## src/rtl/seq_subtractor_64.sv

```systemverilog
// Multi-cycle subtractor: diff = a - b - b_in, one SLICE-bit slice per clock, LSB first.
// Optional signed-overflow output ovf is built only when SEQ_SUB_OVF_EN is defined.
module seq_subtractor_64 #(
   parameter int WIDTH = 64,
   parameter int SLICE = 8
) (
   input  logic             clk,
   input  logic             rst_n,
   input  logic             start,
   input  logic [WIDTH-1:0] a,
   input  logic [WIDTH-1:0] b,
   input  logic             b_in,
   output logic             busy,
   output logic             done,
   output logic [WIDTH-1:0] diff,
   output logic             b_out,
   output logic             zero
`ifdef SEQ_SUB_OVF_EN
   ,
   output logic             ovf
`endif
);

   localparam int NSLICE = WIDTH / SLICE;
   localparam int CW     = (NSLICE > 1) ? $clog2(NSLICE) : 1;

   typedef enum logic [1:0] {
      S_IDLE,
      S_RUN,
      S_DONE
   } state_t;

   state_t           state_q, state_d;
   logic [CW-1:0]    cnt_q, cnt_d;
   logic             borrow_q, borrow_d;
   logic [WIDTH-1:0] a_q, a_d;
   logic [WIDTH-1:0] b_q, b_d;
   logic [WIDTH-1:0] diff_q, diff_d;
   logic             b_out_q, b_out_d;
   logic             zero_q, zero_d;
   logic             busy_q, busy_d;
   logic             done_q, done_d;
   logic             ovf_q, ovf_d;

   logic [SLICE-1:0] a_sl;
   logic [SLICE-1:0] b_sl;
   logic [SLICE:0]   sum;
   logic             last;

   // Slice k = cnt_q; a borrow-in of 1 is a carry-in of 0 in the a + ~b + 1 form.
   always_comb begin
      a_sl = a_q[int'(cnt_q)*SLICE +: SLICE];
      b_sl = b_q[int'(cnt_q)*SLICE +: SLICE];
      sum  = {1'b0, a_sl} + {1'b0, ~b_sl} + {{SLICE{1'b0}}, ~borrow_q};
      last = (cnt_q == CW'(NSLICE - 1));
   end

   always_comb begin
      state_d  = state_q;
      cnt_d    = cnt_q;
      borrow_d = borrow_q;
      a_d      = a_q;
      b_d      = b_q;
      diff_d   = diff_q;
      b_out_d  = b_out_q;
      zero_d   = zero_q;
      busy_d   = busy_q;
      done_d   = 1'b0;
      ovf_d    = ovf_q;
      case (state_q)
         S_IDLE, S_DONE: begin
            if (start) begin
               a_d      = a;
               b_d      = b;
               borrow_d = b_in;
               cnt_d    = '0;
               state_d  = S_RUN;
               busy_d   = 1'b1;
            end else begin
               state_d = S_IDLE;
               busy_d  = 1'b0;
            end
         end
         S_RUN: begin
            diff_d[int'(cnt_q)*SLICE +: SLICE] = sum[SLICE-1:0];
            borrow_d = ~sum[SLICE];
            if (last) begin
               state_d = S_DONE;
               busy_d  = 1'b0;
               done_d  = 1'b1;
               b_out_d = ~sum[SLICE];
               zero_d  = (diff_d == '0);
               ovf_d   = (a_q[WIDTH-1] != b_q[WIDTH-1]) && (diff_d[WIDTH-1] != a_q[WIDTH-1]);
            end else begin
               cnt_d = cnt_q + CW'(1);
            end
         end
         default: begin
            state_d = S_IDLE;
            busy_d  = 1'b0;
         end
      endcase
   end

   always_ff @(posedge clk or negedge rst_n) begin
      if (!rst_n) begin
         state_q  <= S_IDLE;
         cnt_q    <= '0;
         borrow_q <= 1'b0;
         a_q      <= '0;
         b_q      <= '0;
         diff_q   <= '0;
         b_out_q  <= 1'b0;
         zero_q   <= 1'b0;
         busy_q   <= 1'b0;
         done_q   <= 1'b0;
         ovf_q    <= 1'b0;
      end else begin
         state_q  <= state_d;
         cnt_q    <= cnt_d;
         borrow_q <= borrow_d;
         a_q      <= a_d;
         b_q      <= b_d;
         diff_q   <= diff_d;
         b_out_q  <= b_out_d;
         zero_q   <= zero_d;
         busy_q   <= busy_d;
         done_q   <= done_d;
         ovf_q    <= ovf_d;
      end
   end

   assign busy  = busy_q;
   assign done  = done_q;
   assign diff  = diff_q;
   assign b_out = b_out_q;
   assign zero  = zero_q;
`ifdef SEQ_SUB_OVF_EN
   assign ovf   = ovf_q;
`else
   logic unused_ovf;
   assign unused_ovf = ovf_q;
`endif

endmodule

```

## config.mk

```make
export PLATFORM = sky130hd
export DESIGN_NAME = seq_subtractor_64
export DESIGN_NICKNAME = d
export VERILOG_FILES = /design/src/rtl/seq_subtractor_64.sv
export SDC_FILE = /design/constraint.sdc
export NUM_CORES = 1
export LEC_CHECK = 0
export BUFFER_PORTS_ARGS = -buffer_cell sky130_fd_sc_hd__buf_2
export CAP_MARGIN = 40
export CORE_MARGIN = 1
export CORE_UTILIZATION = 25
export DETAILED_ROUTE_END_ITERATION = 8
export MAX_ROUTING_LAYER = met4
export SLEW_MARGIN = 5
export SYNTH_ARGS = -nofsm -noshare
export SYNTH_HDL_FRONTEND = slang
export SYNTH_SLANG_ARGS = --single-unit
```

## constraint.sdc

```tcl
create_clock -name clk -period 6.05 [get_ports clk]
set_clock_uncertainty 0.05 [all_clocks]
set_input_delay 0.3025 -clock clk [delete_from_list [all_inputs] [get_ports clk]]
set_output_delay 0.3025 -clock clk [all_outputs]
set_load 0.005 [all_outputs]
```

==> results of run 1 <==
-- synthesized netlist by cell type, types with 5 or more instances --
master / instances
o31ai_1: 9
a21oi_1: 8
mux2_2: 7
inv_1: 9
dfrtp_1: 201
mux2i_1: 11
buf_2: 6
a21o_1: 5
nor4_1: 8
nor2b_1: 5
nor2_1: 17
nor3_1: 8
ha_1: 11
o22ai_1: 5
nand3_1: 6
nand2_1: 488
clkbuf_1: 45
o21ai_0: 61
nand2b_1: 8
mux4_2: 32
-- worst max path at each step --
stage / start / end / slack [ps] / cells past startpoint
2_1_floorplan: cnt_q[0]$_DFFE_PN0P_ / zero$_DFFE_PN0P_ / 1810 / 16
3_3_place_gp: cnt_q[0]$_DFFE_PN0P_ / zero$_DFFE_PN0P_ / 1500 / 13
3_5_place_dp: cnt_q[0]$_DFFE_PN0P_ / zero$_DFFE_PN0P_ / 1670 / 14
4_1_cts: cnt_q[0]$_DFFE_PN0P_ / zero$_DFFE_PN0P_ / 1640 / 14
5_1_grt: cnt_q[0]$_DFFE_PN0P_ / zero$_DFFE_PN0P_ / 1470 / 14
6_report: cnt_q[0]$_DFFE_PN0P_ / zero$_DFFE_PN0P_ / 1680 / 14
-- worst max-delay path: stages, from the launching register on --
cell and delay (ps):
dfrtp_4 600, buf_16 300, mux4_2 530, nand2_1 80, nand2_1 70, fa_1 420, inv_1 110, fa_1 560
nor2b_1 290, and2_1 170, o22ai_1 90, or4_4 430, nor4_2 170, o2111a_1 230, a32o_2 170
-- sequential cells by signal, indices dropped and copies added, names as in the netlist --
signal	count
cnt_q	3
b_out	1
a_q	64
borrow_q	1
zero	1
diff	64
b_q	64
done	1
state_q	2
-- report_power, final --
group	leakage (uW)	switching, uW	internal [uW]
logic	0.00363	2720	1690
registers	0.00253	450	1950
clock network	0.000423	579	949
-- per-stage QoR --
stage	cells	utilization [%]	setup slack, ps
3_3_place_gp	1662	29.6	1500
2_1_floorplan	1008	-	1810
5_1_grt	1837	35.6	1470
4_1_cts	1837	35.6	1640
3_5_place_dp	1666	29.8	1670
6_report	1837	35.6	1680
-- routing by layer --
layer	global-route usage, %	up-vias	part of all wire [%]
li1	-	3950	-
met1	20.8	3955	44
met2	26.1	245	48
met3	2.78	55	5.2
met4	4.43	0	2.6
met5	-	-	0
-- cells by family (layout without fill, tap and decap cells) --
family | count (synthesis) | count (layout)
XOR/XNOR | 8 | 8
adder cells (fa/ha/maj) | 13 | 13
flip-flops | 201 | 201
AO/OA/AOI/OAI | 104 | 104
buffers and inverters | 68 | 393
multiplexers | 50 | 50
AND/OR/NAND/NOR | 564 | 564
-- final cells by class --
cell class,instances,area (sq um)
fill,3719,23700
sequential,201,5030
multi-input combinational,739,4120
timing repair buffer,340,2460
clock buffer,32,712
tap,504,631
clock inverter,10,129
inverter,11,41.3
==> summary.txt, run 1 <==
CTS
  • Cell chosen for the clock root: clkbuf_16
  • CTS tree: done
  • Htree depth: 1
  • Post-CTS Setup Inserts: 0
  • CTS hold repair buffers: 129
  • Clock buffer depth: 3
  • CTS sink count: approximately 200
  • Num CTS Buffers: 24
  • Clk Latency, worst-skew pair: 520 ps
  • Post_cts resized: 0
  • Clock transition at path regs: 60 ps

Synthesis
  • Post-synth top area cell: dfrtp_1
  • Synth Area in XOR/XNOR: less than 1%
  • Number of synthesized flops with an enable pin: 0
  • Post-Syn Nets: 1,153
  • Synth top area cells: dfrtp_1, nand2_1, mux4_2
  • Mux share of post-synthesis cell area: about a tenth
  • Largest family of logic cells by synthesized area: simple AND/OR/NAND/NOR gates
  • Main synth FF type: dfrtp_1
  • Synth cell types: 57
  • Syn Inst Count: 1,008
  • Yosys warns: 0
  • Synth async-reset ratio: 100%
  • Post-synth top area share: a little over half
  • Post-Synth Adder-Cell Area: 1.88%
  • Post-Synth Simple-Gate Area: 24.7%
  • Register bit total from synthesis: 201
  • Syn Std Cell Area: 9440 sq um
  • Avg Synthesized Cell Area: about 9.4 sq um
  • Area fraction in compound gates after synthesis: between 6 and 7%
  • Register area share after synthesis: 53.3%

Timing
  • Final hold vios: 0
  • Slew headroom: 39.4%
  • Setup total negative slack: 0 ps
  • Tcrit/Tclk final: 72.3%
  • Worst hold slack: 43.8 ps
  • Fmax: 0.229 GHz
  • Final setup viols: 0
  • Min Tclk post-route: 4370 ps
  • Max-slew violation count: 0
  • RSZ-0062 raised after global routing: false
  • Worst Max-Slew Pin Slew: 903 ps

Place
  • Port Buffers: 199
  • Routability Congestion: 0.865
  • Detailed Place HPWL: 20.2 mm
  • Dpl cell area: 11,000 sq um

Route
  • Detailed Route WL: 29.9 mm
  • First drt pass iteration count: 5
  • DR DRC count: 0
  • Vias: 8,205
  • Initial DRC Count: 482
  • DRT antenna net count: 0
  • WL per Instance: around 16 um
  • Via-to-Cell Ratio: 4.47

Die
  • Core Box Area: between 30,000 and 40,000 sq um
  • Die X-Extent: 196 um
  • Rows: 70
  • Die area: 38,500 sq um
  • Die Y: 196 um
  • Initial core utilization: about a quarter
  • IO Count: 200

Worst hold path
  • Hold Crit Endpoint: borrow_q$_DFFE_PN0P_
  • HP Class: in -> reg
  • Hold Path Origin: b_in
  • Hold Crit Depth: 3

Global routing
  • Initial antenna violation count: 0
  • Global-route wire length before repair: 47.1 mm
  • Vias in the first global route: about 8.5k
  • GRT Total Usage: 16.1%
  • Largest net degree at the start of global routing: 86
  • Global route overflow: 0

Power
  • Leakage: 0.00658 uW
  • Overall power: 8340 uW
  • Max VDD drop: 0.662 mV
  • PwrDens: between 600 and 700 nW/um^2

Final layout
  • Area Growth Syn to Fin: 39.1%
  • Commonest non-fill, non-tap cell in the layout: nand2_1
  • Post-route cell area: 13,100 sq um
  • Nets@finish: ~1.5k
  • Commonest cells after routing, fill and taps aside: nand2_1, dfrtp_1, buf_2
  • N_diodes: 0
  • Layout cells sized above 1: 23.4%

Worst setup path
  • Required time of the critical path: 6460 ps
  • R2r startpoint: cnt_q[0]$_DFFE_PN0P_
  • Startpoint Class: register
  • Crit. End Element: register
  • CP arrival: roughly 4800 ps
  • Setup CP Type: reg -> reg
  • R2r endpoint: zero$_DFFE_PN0P_
  • Cells on worst reg2reg path: 14
  • Crit path max fanout: 40
  • R2R setup slack: 1680 ps

Status
  • Status: finished, final reports clean

Run
  • Max capacitance violation total: 0
(Power assumes the default switching activity.)
==> run 2, diff against run 1 <==
==> constraint.sdc (replaced) <==
create_clock -name clk -period 4 [get_ports clk]
set_clock_uncertainty 0.05 [all_clocks]
set_input_delay 0.2 -clock clk [delete_from_list [all_inputs] [get_ports clk]]
set_output_delay 0.2 -clock clk [all_outputs]
set_load 0.005 [all_outputs]
==> run 2 against run 1 <==
Against the previous run: total power rose by 55%; sequential power rose by 50%; largest cell class unchanged; clock-buffer cell count rose by 5; fmax rose by 17%; critical path type unchanged; via count rose by 0.79%; critical path depth fell by 2; hold slack improved by 130 ps; highest routed layer unchanged; first-iteration DRC count fell by 0.41%.
==> summary.txt, run 2 (synthesized netlist as in run 1, its figures left out) <==
Global routing
  • Initial antenna violation count: 0 (unchanged)
  • GRT Total Usage: 16.5% (+0.34 points)
  • Largest net degree at the start of global routing: 97 (+13%)
  • Global-route wire length before repair: 47.9 mm (+1.7%)
  • Vias in the first global route: 8,535 (+0.16%)
  • Global route overflow: 0 (unchanged)

Place
  • Port Buffers: 199 (unchanged)
  • Dpl cell area: 11,100 sq um (+1.0%)
  • Routability Congestion: 0.867 (+0.20%)
  • Pre-CTS setup slack: 252 ps (-1410 ps)
  • Detailed Place HPWL: 21.6 mm (+6.7%)
  • Post-Place Cells: 1,684 (+1.1%)

CTS
  • CTS tree: done
  • Post_cts resized: 0 (unchanged)
  • Clk Latency, worst-skew pair: 540 ps (+20 ps)
  • Clock transition at path regs: 60 ps (about the same)
  • Htree depth: 1 (unchanged)
  • CTS sink count: 201 (unchanged)
  • Num CTS Buffers: 24 (unchanged)
  • Clock buffer depth: 3 (unchanged)
  • Cell chosen for the clock root: clkbuf_16

Final layout
  • Finished Layout Cells: 1,857 (+1.1%)
  • N_diodes: 0 (unchanged)
  • Post-route cell area: 13,100 sq um (+0.14%)
  • Commonest non-fill, non-tap cell in the layout: nand2_1
  • Area Growth Syn to Fin: 39.3%
  • Nets@finish: 1,481 (+1.3%)
  • Commonest cells after routing, fill and taps aside: nand2_1, dfrtp_1, buf_2
  • Layout cells sized above 1: 23.9% (+0.54 points)

Route
  • Vias: 8,270 (+0.79%)
  • Via-to-Cell Ratio: 4.45 (-0.29%)
  • Detailed Route WL: 30.5 mm (+1.9%)
  • First drt pass iteration count: 5 (unchanged)
  • WL per Instance: 16.4 um (+0.79%)
  • DRT antenna net count: 0 (unchanged)
  • Initial DRC Count: 480 (-0.41%)
  • DR DRC count: 0 (unchanged)

Timing
  • Fmax: 0.267 GHz (+17%)
  • Setup total negative slack: 0 ps (unchanged)
  • Worst Max-Slew Pin Slew: 848 ps (-54.7 ps)
  • Slew headroom: 43.5% (+4.1 points)
  • Final hold vios: 0 (unchanged)
  • Tcrit/Tclk final: 93.5% (+21 points)
  • Final setup viols: 0 (unchanged)
  • Final WS setup: 260 ps (-1420 ps)
  • Max-slew violation count: 0 (unchanged)
  • RSZ-0062 raised after global routing: false
  • Min Tclk post-route: 3740 ps (-634 ps)

Worst hold path
  • Hold Path Origin: start
  • HP Class: in -> reg

Die
  • Die Y: 196 um (unchanged)
  • Die area: 38,500 sq um (unchanged)
  • IO Count: 200 (unchanged)
  • Initial core utilization: 25.6% (unchanged)
  • Rows: 70 (unchanged)
  • Die X-Extent: 196 um (unchanged)
  • Core Box Area: 36,900 sq um (unchanged)

Worst setup path
  • Worst setup path startpoint: cnt_q[0]$_DFFE_PN0P_
  • Setup CP Type: reg -> reg
  • Slowest cell on the critical path: mux4_2
  • Startpoint Class: register
  • Worst path max stage delay: 540 ps (-60 ps)
  • Worst path cell trace: buf_4 -> mux4_2 -> nand2_1 -> nand2_1 -> fa_1 -> xor2_1 -> mux2i_1 -> o2111ai_1 -> or4_4 -> nor4_2 -> o2111a_1 -> a32o_2
  • Crit. End Element: register
  • Most common cell on crit path: nand2_1
  • CP arrival: 4150 ps (-630 ps)
  • Crit path max fanout: 11 (-73%)
  • R2r startpoint: cnt_q[0]$_DFFE_PN0P_
  • Required time of the critical path: 4410 ps (-2050 ps)

Run
  • Max capacitance violation total: 0 (unchanged)

Power
  • Overall power: 12,900 uW (+55%)
  • PwrDens: 984 nW/um^2 (+55%)
  • Leakage: 0.00660 uW (+0.25%)
  • Max VDD drop: 0.762 mV (+15%)

Status
  • Status: finished, final reports clean
==> run 2: cell count changes in the layout (fill, tap and decap cells not counted), sizes merged <==
cell         before  now
dlygate4sd3     129  130
clkbuf           33   38
bufinv            3    0
clkinvlp          0    2
clkinv            6    3
buf             210  228
==> run 2: report_power, final <==
part	switching [uW]	internal, uW	leakage [uW]
Clock	852	1190	0.000355
Sequential	635	2950	0.00253
Combinational	4410	2900	0.00371
Total	5900	7040	0.00660
==> run 2: metrics by stage <==
step                utilization, %  hold slack (ps)
CTS                           35.7              154
global placement              30.1              280
detailed placement            30.1              288
global route                  35.7              179
finish                        35.7              169
floorplan                        -             -146
==> run 2: final cells by class <==
type | instances | area (sq um)
clock buffers | 37 | 689
clock inverters | 6 | 50.0
fillers | 3729 | 23700
inverters | 11 | 41.3
multi-input cells | 739 | 4130
flip-flops and latches | 201 | 5030
well taps | 504 | 631
repair buffers | 359 | 2580
==> run 2: per-layer routing <==
layer  part of all wire, %  vias up  wire (um)  GRT usage (%)
met3                   5.3       55       1610           2.72
li1                      -     3999          -              -
met5                     0        -          0              -
met4                   2.8        0        859           4.54
met2                    48      268      14500           26.5
met1                    44     3948      13500           21.4
==> run 2: repair_timing <==
action,4_1_cts,5_1_grt
hold buffers,130,0
buffers inserted,0,0
hold endpoints to repair,223,0
==> run 2: worst max-delay path: cells and delay by family, from the launching register on <==
family / cells / cell delay (ps)
buffers and inverters: 1 / 290
AND/OR/NAND/NOR: 4 / 880
flip-flops: 1 / 500
AO/OA/AOI/OAI: 3 / 520
adder cells (fa/ha/maj): 1 / 520
multiplexers: 2 / 700
XOR/XNOR: 1 / 200
==> run 2: worst paths after layout <==
kind	endpoint	slack, ps	cells past startpoint
hold / removal	a_q[59]$_DFFE_PN0P_	170	4
min in group asynchronous	diff[46]$_DFFE_PN0P_	240	2
hold reg to reg	a_q[24]$_DFFE_PN0P_	420	2
max in group asynchronous	a_q[3]$_DFFE_PN0P_	2470	3
setup reg to reg	zero$_DFFE_PN0P_	260	12
setup / recovery	zero$_DFFE_PN0P_	260	12
